$ cat src/rtl/uart_tx_arb_pkg.sv
// Shared UART package: FSM state encoding and width helper.
// Reused by the transmit arbiter and the receive-side blocks.
package uart_tx_arb_pkg;

  typedef enum logic [1:0] {
    IDLE      = 2'd0,
    ISSUE     = 2'd1,
    WAIT_BUSY = 2'd2,
    WAIT_DONE = 2'd3
  } state_t;

  function automatic int clog2(input int v);
    int r;
    r = 0;
    for (int i = 0; i < 31; i++) begin
      if ((1 << i) < v) r = i + 1;
    end
    return r;
  endfunction

endpackage

$ cat src/rtl/uart_tx_arb_if.sv
// Requester and transmitter signals of the UART transmit arbiter.
// master = arbiter side, slave = requesters plus transmitter.
interface uart_tx_arb_if #(
  parameter int N        = 4,
  parameter int DATA_LEN = 8
);

  logic [N-1:0]          req;
  logic [N*DATA_LEN-1:0] req_data;
  logic [N-1:0]          ack;
  logic [DATA_LEN-1:0]   tx_data;
  logic                  tx_start;
  logic                  tx_ready;

  modport master (
    input  req,
    input  req_data,
    input  tx_ready,
    output ack,
    output tx_data,
    output tx_start
  );

  modport slave (
    output req,
    output req_data,
    output tx_ready,
    input  ack,
    input  tx_data,
    input  tx_start
  );

endinterface

$ cat src/rtl/uart_tx_arb_rr_select.sv
// Rotating-priority selector: first set req bit at or after ptr.
// Purely combinational.
module rr_select
  import uart_tx_arb_pkg::*;
#(
  parameter int N = 4,
  parameter int W = clog2(N)
) (
  input  logic [N-1:0] req,
  input  logic [W-1:0] ptr,
  output logic [W-1:0] index,
  output logic         valid
);

  // Scan from the far end so the smallest offset from ptr wins.
  always_comb begin
    index = '0;
    valid = 1'b0;
    for (int i = N - 1; i >= 0; i--) begin
      if (req[(int'(ptr) + i) % N]) begin
        index = W'((int'(ptr) + i) % N);
        valid = 1'b1;
      end
    end
  end

endmodule

$ cat src/rtl/uart_tx_arb.sv
// Round-robin arbiter feeding N byte requesters into one UART transmitter.
// Watches tx_ready for the busy/idle handshake; flags a stuck transmitter.
module uart_tx_arb
  import uart_tx_arb_pkg::*;
#(
  parameter int N        = 4,
  parameter int DATA_LEN = 8,
  parameter int BUSY_TO  = 15,
  localparam int GW      = clog2(N),
  localparam int CW      = clog2(BUSY_TO + 1)
) (
  input  logic          clk,
  input  logic          rst_n,
  uart_tx_arb_if.master bus,
  output logic [GW-1:0] grant_id,
  output logic          busy,
  output logic          err
);

  state_t              state;
  state_t              state_n;
  logic [GW-1:0]       ptr;
  logic [GW-1:0]       ptr_nxt;
  logic [GW-1:0]       sel_idx;
  logic                sel_valid;
  logic [CW-1:0]       cnt;
  logic                timeout;
  logic [DATA_LEN-1:0] tx_data_q;
  logic [N-1:0]        ack_c;
  logic                tx_start_c;
  logic                grant;

  rr_select #(
    .N (N),
    .W (GW)
  ) u_sel (
    .req   (bus.req),
    .ptr   (ptr),
    .index (sel_idx),
    .valid (sel_valid)
  );

  assign grant   = bus.tx_ready && sel_valid;
  assign timeout = (cnt == CW'(BUSY_TO - 1));
  assign ptr_nxt = (grant_id == GW'(N - 1)) ? '0
                 : grant_id + 1'b1;

  always_ff @(posedge clk or negedge rst_n) begin
    if (!rst_n) state <= IDLE;
    else        state <= state_n;
  end

  always_comb begin
    state_n = state;
    unique case (state)
      IDLE: begin
        if (grant) state_n = ISSUE;
      end
      ISSUE: state_n = WAIT_BUSY;
      WAIT_BUSY: begin
        if (!bus.tx_ready) state_n = WAIT_DONE;
        else if (timeout)  state_n = IDLE;
      end
      WAIT_DONE: begin
        if (bus.tx_ready) state_n = IDLE;
      end
      default: state_n = IDLE;
    endcase
  end

  always_comb begin
    ack_c      = '0;
    tx_start_c = 1'b0;
    if (state == ISSUE) begin
      ack_c[grant_id] = 1'b1;
      tx_start_c      = 1'b1;
    end
  end

  assign bus.ack      = ack_c;
  assign bus.tx_start = tx_start_c;
  assign bus.tx_data  = tx_data_q;
  assign busy         = (state != IDLE);

  // Byte and index are latched at selection so requesters may move on.
  always_ff @(posedge clk or negedge rst_n) begin
    if (!rst_n) begin
      ptr       <= '0;
      grant_id  <= '0;
      tx_data_q <= '0;
      cnt       <= '0;
      err       <= 1'b0;
    end else begin
      unique case (state)
        IDLE: begin
          if (grant) begin
            grant_id  <= sel_idx;
            tx_data_q <= bus.req_data[int'(sel_idx)*DATA_LEN +: DATA_LEN];
          end
        end
        ISSUE: cnt <= '0;
        WAIT_BUSY: begin
          if (bus.tx_ready) begin
            if (timeout) begin
              err <= 1'b1;
              ptr <= ptr_nxt;
            end else begin
              cnt <= cnt + 1'b1;
            end
          end
        end
        WAIT_DONE: begin
          if (bus.tx_ready) ptr <= ptr_nxt;
        end
        default: ;
      endcase
    end
  end

endmodule

$ cat src/flat_wrapper.sv
// flat-port wrapper written by rule: the top's interface ports become plain ports
module uart_tx_arb_flat import uart_tx_arb_pkg::*;
#(
  parameter int N        = 4,
  parameter int DATA_LEN = 8,
  parameter int BUSY_TO  = 15,
  localparam int GW      = clog2(N),
  localparam int CW      = clog2(BUSY_TO + 1)
)
  (clk, rst_n, grant_id, busy, err, bus_req, bus_req_data, bus_tx_ready, bus_ack, bus_tx_data, bus_tx_start);
  uart_tx_arb_if #(.N(N), .DATA_LEN(DATA_LEN)) bus_i ();
  input  logic clk;
  input  logic rst_n;
  output logic [GW-1:0] grant_id;
  output logic busy;
  output logic err;
  input wire logic [$bits(bus_i.req)-1:0] bus_req;
  input wire logic [$bits(bus_i.req_data)-1:0] bus_req_data;
  input wire logic [$bits(bus_i.tx_ready)-1:0] bus_tx_ready;
  output wire logic [$bits(bus_i.ack)-1:0] bus_ack;
  output wire logic [$bits(bus_i.tx_data)-1:0] bus_tx_data;
  output wire logic [$bits(bus_i.tx_start)-1:0] bus_tx_start;
  assign bus_i.req = bus_req;
  assign bus_i.req_data = bus_req_data;
  assign bus_i.tx_ready = bus_tx_ready;
  assign bus_ack = bus_i.ack;
  assign bus_tx_data = bus_i.tx_data;
  assign bus_tx_start = bus_i.tx_start;
  uart_tx_arb #(.N(N), .DATA_LEN(DATA_LEN), .BUSY_TO(BUSY_TO)) u_core (.clk(clk), .rst_n(rst_n), .bus(bus_i), .grant_id(grant_id), .busy(busy), .err(err));
endmodule
$ cat config.mk
export PLATFORM = sky130hd
export DESIGN_NAME = uart_tx_arb_flat
export DESIGN_NICKNAME = d
export VERILOG_FILES = /design/src/rtl/uart_tx_arb_pkg.sv /design/src/rtl/uart_tx_arb_if.sv /design/src/rtl/uart_tx_arb_rr_select.sv /design/src/rtl/uart_tx_arb.sv /design/src/flat_wrapper.sv
export SDC_FILE = /design/constraint.sdc
export NUM_CORES = 1
export LEC_CHECK = 0
export CORE_ASPECT_RATIO = 1.2
export CORE_MARGIN = 2
export CORE_UTILIZATION = 44
export CTS_CLUSTER_SIZE = 16
export DETAILED_ROUTE_END_ITERATION = 10
export GPL_TIMING_DRIVEN = 0
export PLACE_DENSITY = 0.85
export SYNTH_ARGS = -nofsm -noshare
export SYNTH_HDL_FRONTEND = slang
export SYNTH_HIERARCHICAL = 1
export SYNTH_SLANG_ARGS = --single-unit
export TNS_END_PERCENT = 5
$ cat constraint.sdc
create_clock -name clk -period 4.4 [get_ports clk]
set_input_delay 0.88 -clock clk [delete_from_list [all_inputs] [get_ports clk]]
set_output_delay 0.88 -clock clk [all_outputs]
set_load 0.02 [all_outputs]
-- Word level (Yosys, flattened, before mapping)
Index checks and enable logic that the tools add are counted.
- bits in registers: 19
- output and inout port bits: 17
- word-level logic and storage cells: 82
- input bits: 39
- shift-type cells: 1
- eq/ne operators: 11
- reduce and logical (&&, ||, !) cells: 14
- bitwise logic cells: 3
- $lt $le $gt $ge: 6
- multiplexer cells: 36
- add/sub/neg operators: 5
- operators with widths (operator ; count):
    32-bit by 6-bit variable part select with 8-bit output ; 1
    2-bit 2-to-1 mux ; 12
    1-bit 2-to-1 mux ; 13
    3-bit by 4-bit less-than comparator with 1-bit output, second input constant ; 3
    4-bit 2-to-1 mux ; 3
    3-bit AND reduction ; 3
    1-bit binary-select mux with 2-bit select ; 4
    2-bit one-hot mux with 4 select lines ; 1
    4-bit one-hot mux with 2 select lines ; 1
    2-bit equality test, second input constant ; 3
    2-bit by 3-bit less-than comparator with 1-bit output, second input constant ; 2
    2-bit != test, second input constant ; 3
    2-bit nonzero test ; 3
    2-bit OR reduction ; 3
    2-bit by 1-bit adder with 2-bit output, second input constant ; 2
    2-bit adder, second input constant ; 2
    4-bit by 1-bit adder with 4-bit output, second input constant ; 1
    4-bit equality test, second input constant ; 1
    2-bit by 1-bit != test with 1-bit output, second input constant ; 2
    2-bit one-hot mux with 2 select lines ; 1
    4-bit AND reduction ; 1
    1-bit bitwise AND, first input constant ; 3
    3-bit by 2-bit != test with 1-bit output, second input constant ; 1
    1-bit demux with 2-bit select ; 1
    other kinds (5) ; 6

-- Longest topological paths before layout
Gate-level depths: netlist (run 1).
- depth after elaboration: 13
- mapped depth: 6
- mapped depth without buffers: 5

-- Modules after synthesis
The synthesis (run 1) kept the hierarchy.
- modules (own cells, without submodules) (module ; sequential area each (µm²) ; times used ; cells each ; area each (µm²)):
    uart_tx_arb ; 475.5 ; 1 ; 87 ; 1141.1
    rr_select ; 0.0 ; 1 ; 13 ; 77.6

-- Worst setup path before layout (run 1)
No wires, ideal clock.
- path type: input-to-reg
- from: input port bus_req[3]
- to: register u_core.tx_data_q[0], in the netlist u_core/bus.tx_data[0]
- required time: 4.275 ns
- stages: 5
- arrival: 2.097 ns
- buffers on the path: 1
- library setup time: 0.125 ns
- setup slack: 2.178 ns
- cell sequence: mux2i_1 > a211oi_2 > buf_6 > mux4_2 > mux2_4
- elaborated cells between the ends (all ways): 22
- classes of those cells: shift: 1; mux: 19; reduce/logical: 2
- RTL lines (item ; RTL line ; text):
    start: declaration ; flat_wrapper.sv:17 ; input wire logic [$bits(bus_i.req)-1:0] bus_req;
    1-bit binary-select mux with 2-bit select ; uart_tx_arb_rr_select.sv:20 ; if (req[(int'(ptr) + i) % N]) begin
    1-bit 2-to-1 mux (not written as such) (2 in a row) ; uart_tx_arb_rr_select.sv:20 ;
    2-bit 2-to-1 mux (3 in a row) ; uart_tx_arb_rr_select.sv:20 ;
    2-bit 2-to-1 mux * ; uart_tx_arb_rr_select.sv:20 ;
    net u_core.sel_idx[0] ; uart_tx_arb.sv:24 ; logic [GW-1:0] sel_idx;
    32-bit by 6-bit variable part select with 8-bit output * ; uart_tx_arb.sv:98 ; tx_data_q <= bus.req_data[int'(sel_idx)*DATA_LEN +: DATA_LEN];
    end signal: assignment ; uart_tx_arb.sv:98 ;
    end: declaration ; uart_tx_arb.sv:28 ; logic [DATA_LEN-1:0] tx_data_q;
Mark *: on every way through the listed nets, which the timed path passes. The rest lies on a longest branch. The select of a mux whose other input is x is not followed.
A chain may end at the register's enable or synchronous reset.

-- Worst setup path after layout (run 1)
- from: register u_core.state[1]
- to: output port bus_ack[0]
- longest elaborated chain between the ends: 2
- ends and longest elaborated chain (item ; RTL line ; text):
    start: declaration ; uart_tx_arb.sv:20 ; state_t state;
    start signal: assignment ; uart_tx_arb.sv:50 ; else state <= state_n;
    2-bit by 1-bit equality test with 1-bit output ; uart_tx_arb.sv:74 ; if (state == ISSUE) begin
    4-bit 2-to-1 mux ; uart_tx_arb.sv:74 ;
    end: declaration ; flat_wrapper.sv:20 ; output wire logic [$bits(bus_i.ack)-1:0] bus_ack;
No other way between the ends.

==> out/qor.csv, run 1 <==
stage,metric,value,unit
setup_path,Worst Path Required,3.52,ns
sta,Setup TNS,0,ns
clock_tree,CTS buffer count,3,
clock_tree,number of post-CTS setup repair buffers,0,
sta,Period minus WS final,2.73,ns
grt,vias in the first global route,1123,
clock_tree,post-cts sizing count,0,
min_path,worst hold path cell count,1,
yosys,Post-Syn Nets,145,
drt,drt drc,0,
die,Die H,61.7,um
sta,max_slew headroom,46.3,%
final_layout,layout cells sized above 1,17.0,%
yosys,top post-synthesis cells by area,"dfrtp_1 (39%), mux4_2 (15%), mux2_4 (11%)",
die,Ports,56,
setup_path,critical path peak fanout,7,
die,core area,2580,um2
die,initial core utilization,47.3,%
final_layout,cell area after layout,1840,um2
yosys,"count leader, synth",dfrtp_1,
status,outcome,completed,
sta,Final Setup Violations,0,
setup_path,crit-path cells,nand2b_1 -> inv_1 -> and2_1 -> clkdlybuf4s50_1,
sta,post-route setup slack,1.67,ns
sta,worst slew pin tran,0.803,ns
grt,Tot GR Track Use,20.7,%
yosys,count of different cell masters after synthesis,30,
sta,Slew Limit Fails,0,
die,FP Rows,20,
setup_path,critical path startpoint category,flop,
yosys,Synth Cell Area,1220,um2
drt,drt wl/cell,15.2,um
yosys,synth cell count leaders,"dfrtp_1 (19), mux2_4 (9), mux4_2 (8), nor2_1 (8), inv_1 (7)",
clock_tree,CTS Hold Bufs,0,
clock_tree,CTS Root Cell,clkbuf_4,
yosys,Synth top area share,39.0,%
yosys,sequential area share after synthesis,39.0,%
placed_design,placed cell areas,1810,um2
drt,post-route ant nets,0,
sta,RSZ-0062 raised after global routing,no,
drt,vias per inst,5.42,
grt,largest net degree at the start of global routing,20,
pwr,PwrDens,540,nW/um2
setup_path,"slowest stage cell, crit path",clkdlybuf4s50_1,
yosys,yosys warns,6,
yosys,Post-synth ARST share,100,%
setup_path,Worst Reg-to-Reg Cells,6,
die,DIE WIDTH,52.0,um
sta,final hold violations,0,
setup_path,number of buffers and inverters on the critical path,2,
sta,Clock Skews,0.00310,ns
final_layout,n_diodes,0,
drt,drt first pass iters,4,
yosys,Synth area leader,dfrtp_1,
setup_path,WS Path Type,flop to output pin,
yosys,Synth Register Bits,19,
setup_path,"delay-heaviest family, CP",buffers and inverters,
min_path,min-delay worst type,flop to flop,
die,total die area,3210,um2
job,maxcap violations,0,
clock_tree,Worst-path clk slew,0.10,ns
pwr,leakage,0.787,nW
clock_tree,clock buffer depth,2,
clock_tree,TritonCTS Sinks,19,
placed_design,Placer Congestion,0.692,
yosys,top_reg_cell synth,dfrtp_1,
final_layout,Fillers,181,
sta,Final Cycle Share,62.1,%
drt,DRT Wirelength,2930,um
yosys,Post-synth EDFFs,0,
clock_tree,CTS tree,built,
sta,Peak Freq,366,MHz
setup_path,critical path depth in cells,4,
clock_tree,Clock Latency Late Sink,0.29,ns
clock_tree,htree depth,1,
final_layout,Layout area overhead,50.8,%
setup_path,CP peak stage delay,0.61,ns
placed_design,number of buffer cells added on primary ports,55,
grt,GRT overflow,0,
setup_path,CP endpoint kind,output pin,
grt,first-pass GRT wire length,4710,um
yosys,syn_area_per_cell,12.2,um2
placed_design,placed wire-length estimate,2420,um
setup_path,"Arr. time, crit path",1.85,ns
final_layout,Final #Nets,205,
drt,Vias,1041,
yosys,synthesized netlist cell count,100,
placed_design,pre-CTS WS,1.42,ns
pwr,Worst VDD drop,375,uV
grt,number of antenna violations at the first check in global routing,0,
drt,DR iter-0 viols,3,
[stage by stage]
stage                     hold slack (ns)  instances  total power (W)  utilization [%]
after global routing                0.494        192          0.00106             71.3
after floorplan                     0.505        100         0.000678                -
after global placement              0.457        188         0.000881             70.2
final                               0.483        192         0.000993             71.3
after detailed placement            0.459        188         0.000912             70.2
after CTS                           0.483        192          0.00100             71.3
[sequential cells by signal, indices dropped and copies added (netlist names)]
name                flops
u_core/state            2
u_core/bus.tx_data      8
u_core/grant_id         2
u_core/cnt              4
u_core/err              1
u_core/ptr              2
[worst paths after layout]
check                           startpoint                     to  slack, ns
setup / recovery           u_core/state[1]             bus_ack[0]       1.67
setup reg to reg             u_core/ptr[1]  u_core/bus.tx_data[2]       2.33
hold reg to reg                 u_core/err             u_core/err       0.48
max in group asynchronous            rst_n  u_core/bus.tx_data[2]       2.86
hold / removal                  u_core/err             u_core/err       0.48
min in group asynchronous            rst_n          u_core/cnt[0]       1.04
[power breakdown]
part	leakage (nW)	internal [W]	total, W	switching [W]
combinational	0.536	0.000324	0.000575	0.000251
sequential	0.234	0.000251	0.000331	0.0000805
clock	0.0177	0.0000338	0.0000859	0.0000521
total	0.787	0.000609	0.000993	0.000384
[placed cells by master, fill, tap and decap left out, types with 2 or more instances in the layout]
cell type        netlist  routed
clkdlybuf4s50_1        0      55
nand3_1                2       2
and3_1                 2       2
a31oi_1                2       2
nand2b_1               3       3
dfrtp_1               19      19
inv_1                  7       7
clkbuf_4               0       3
nand2_1                5       5
nor2_1                 8       8
o211ai_1               3       3
mux2_4                 9       9
mux4_2                 8       8
buf_6                  2       2
o21ai_0                3       3
ha_1                   6       6
and2_1                 5       5
mux2_2                 2       2
[layer usage]
| layer | track usage (%) | vias to the layer above | routed length, um |
|---|---|---|---|
| met1 | 20.2 | 505 | 1010 |
| li1 | - | 493 | - |
| met2 | 41.0 | 41 | 1660 |
| met5 | 0 | - | 0 |
| met4 | 6.77 | 0 | 11 |
| met3 | 6.31 | 2 | 241 |
[final cells by class]
cell class	instances	area, um2	share of cell area [%]
Clock buffer	3	22.5	1.23
Clock inverter	1	5.00	0.272
Sequential cell	19	475	25.9
Tap cell	33	41.3	2.25
Multi-Input combinational cell	71	691	37.6
Timing Repair Buffer	55	551	30.0
Inverter	7	26.3	1.43
Buffer	3	26.3	1.43
[cell families (layout without fill, tap and decap cells)]
logic type | Yosys count | count (layout) | synth area share, %
AOI/OAI and AO/OA | 16 | 16 | 9.75
adders and majority gates | 6 | 6 | 6.16
buffers and inverters | 10 | 69 | 4.31
DFF | 19 | 19 | 39.0
muxes | 20 | 20 | 28.5
and+or+nand+nor | 29 | 29 | 12.2
(Power assumes the default switching activity.)
==> run 2: changes to the inputs <==
--- a/config.mk
+++ b/config.mk
@@ -7,11 +7,11 @@
 export LEC_CHECK = 0
 export CORE_ASPECT_RATIO = 1.2
 export CORE_MARGIN = 2
-export CORE_UTILIZATION = 44
+export CORE_UTILIZATION = 41
 export CTS_CLUSTER_SIZE = 16
 export DETAILED_ROUTE_END_ITERATION = 10
 export GPL_TIMING_DRIVEN = 0
-export PLACE_DENSITY = 0.85
+export PLACE_DENSITY = 0.8
 export SYNTH_ARGS = -nofsm -noshare
 export SYNTH_HDL_FRONTEND = slang
 export SYNTH_HIERARCHICAL = 1
==> constraint.sdc (replaced) <==
create_clock -name clk -period 2.8 [get_ports clk]
set_input_delay 0.56 -clock clk [delete_from_list [all_inputs] [get_ports clk]]
set_output_delay 0.56 -clock clk [all_outputs]
set_load 0.02 [all_outputs]
==> out/qor.csv, run 2 (synthesis gave the netlist of run 1 again) <==
stage,metric,value,unit
status,outcome,completed,
final_layout,"most common cell after layout, fill and taps aside",clkdlybuf4s50_1,
job,maxcap violations,0,
min_path,min-delay worst type,flop to flop,
sta,Hold WS,0.487,ns
die,Die H,63.7,um
clock_tree,CTS Root Cell,clkbuf_4,
die,Ports,56,
setup_path,crit-path cells,nand2b_1 -> inv_1 -> and2_1 -> clkdlybuf4s50_1,
setup_path,critical path depth in cells,4,
pwr,PwrDens,842,nW/um2
final_layout,Final #Nets,205,
final_layout,Layout area overhead,50.8,%
grt,vias in the first global route,1200,
placed_design,Placer Congestion,0.708,
pwr,sequential power share,33.8,%
sta,worst slew pin tran,0.800,ns
pwr,leakage,0.784,nW
drt,post-route ant nets,0,
grt,GRT overflow,0,
setup_path,number of buffers and inverters on the critical path,2,
final_layout,n_diodes,0,
grt,largest net degree at the start of global routing,20,
sta,Final Cycle Share,85.3,%
sta,RSZ-0062 raised after global routing,no,
grt,Tot GR Track Use,19.3,%
clock_tree,TritonCTS Sinks,19,
clock_tree,htree depth,1,
die,core area,2810,um2
clock_tree,CTS Hold Bufs,0,
drt,drt first pass iters,4,
sta,Peak Freq,419,MHz
clock_tree,CTS buffer count,3,
drt,vias per inst,5.52,
drt,DRT Wirelength,2900,um
final_layout,max FFs per register,8,
setup_path,"delay-heaviest family, CP",buffers and inverters,
setup_path,Worst Path Required,2.24,ns
clock_tree,clock buffer depth,2,
setup_path,critical path peak fanout,7,
min_path,worst hold path cell count,1,
pwr,sw frac,38.2,%
placed_design,placed wire-length estimate,2380,um
min_path,hold path startpoint,u_core/err,
die,FP Rows,21,
clock_tree,Clock Latency Late Sink,0.29,ns
clock_tree,CTS tree,built,
setup_path,CP endpoint kind,output pin,
pwr,Worst VDD drop,457,uV
clock_tree,number of post-CTS setup repair buffers,0,
clock_tree,Worst-path clk slew,0.10,ns
sta,Final Setup Violations,0,
sta,Setup TNS,0,ns
die,initial core utilization,43.3,%
setup_path,CP peak stage delay,0.60,ns
sta,max_slew headroom,46.5,%
sta,Slew Limit Fails,0,
setup_path,Worst Reg-to-Reg Cells,6,
die,total die area,3430,um2
drt,Vias,1066,
sta,post-route setup slack,0.411,ns
clock_tree,post-cts sizing count,0,
pwr,Clock Power Share,8.5,%
placed_design,number of buffer cells added on primary ports,55,
setup_path,critical path startpoint category,flop,
setup_path,worst r2r src,u_core/ptr[1],
final_layout,layout cells sized above 1,16.4,%
pwr,Sw Pwr,0.000592,W
setup_path,Worst Setup SP,u_core/state[1],
placed_design,pre-CTS WS,0.160,ns
drt,drt wl/cell,15.0,um
final_layout,most frequent cells in the layout,"clkdlybuf4s50_1 (55), dfrtp_1 (19), mux2_4 (9), nor2_1 (8), mux4_2 (8)",
grt,first-pass GRT wire length,4890,um
sta,Clock Skews,0.00126,ns
grt,number of antenna violations at the first check in global routing,0,
pwr,Internal,0.000957,W
drt,drt drc,0,
die,DIE WIDTH,53.8,um
setup_path,WS Path Type,flop to output pin,
setup_path,"slowest stage cell, crit path",clkdlybuf4s50_1,
sta,Period minus WS final,2.39,ns
drt,DR iter-0 viols,19,
sta,final hold violations,0,
pwr,Comb power frac,57.6,%
setup_path,"Arr. time, crit path",1.83,ns
-- run 2: cell count changes in the layout (fill, tap and decap cells not counted), sizes merged --
cell	previous run	this run
clkbuf	3	4
clkinv	1	0
-- run 2: stage by stage --
| step | util (%) | instances | instance area (um2) | power, W |
|---|---|---|---|---|
| 6_report | 65.4 | 193 | 1840 | 0.00155 |
| 3_5_place_dp | 64.4 | 189 | 1810 | 0.00142 |
| 4_1_cts | 65.4 | 193 | 1840 | 0.00156 |
| 3_3_place_gp | 64.4 | 189 | 1810 | 0.00139 |
| 2_1_floorplan | - | 100 | 1220 | 0.00107 |
| 5_1_grt | 65.4 | 193 | 1840 | 0.00166 |
-- run 2: metal layers --
layer	global-route usage (%)	vias to the layer above	part of all wire, %
met5	0	-	0
met4	6.41	0	1.6
met3	4.50	6	10
met2	35.1	61	53
met1	20.8	511	35
li1	-	488	-
-- run 2: path summary, 6_finish.rpt --
check / slack, ns / end
worst min register to register: 0.49 / u_core/err
worst min-delay path: 0.49 / u_core/err
worst max register to register: 0.76 / u_core/bus.tx_data[0]
max in group asynchronous: 1.58 / u_core/cnt[2]
min in group asynchronous: 0.72 / u_core/cnt[3]
worst max-delay path: 0.41 / bus_ack[2]
-- run 2: power by group through the flow --
stage                     combinational, W  clock, W  sequential, W
after detailed placement          0.000902         0       0.000520
after floorplan                   0.000481         0       0.000585
after global routing              0.000964  0.000147       0.000544
after CTS                         0.000902  0.000136       0.000522
after global placement            0.000873         0       0.000514
final                             0.000892  0.000132       0.000524
-- run 2: cell type report --
cell class,instances,area [um2]
plain buffers,3,26.3
fillers,209,973
clock buffers,4,26.3
repair buffers,55,551
well taps,34,42.5
flip-flops and latches,19,475
multi-input cells,71,691
inverters,7,26.3
==> run 3: changes to the inputs <==
--- a/config.mk
+++ b/config.mk
@@ -8,6 +8,7 @@
 export CORE_ASPECT_RATIO = 1.2
 export CORE_MARGIN = 2
 export CORE_UTILIZATION = 41
+export CTS_CLUSTER_DIAMETER = 50
 export CTS_CLUSTER_SIZE = 16
 export DETAILED_ROUTE_END_ITERATION = 10
 export GPL_TIMING_DRIVEN = 0
==> results of run 3 <==
The final DEF is identical to that of run 2; final timing and power are the same.
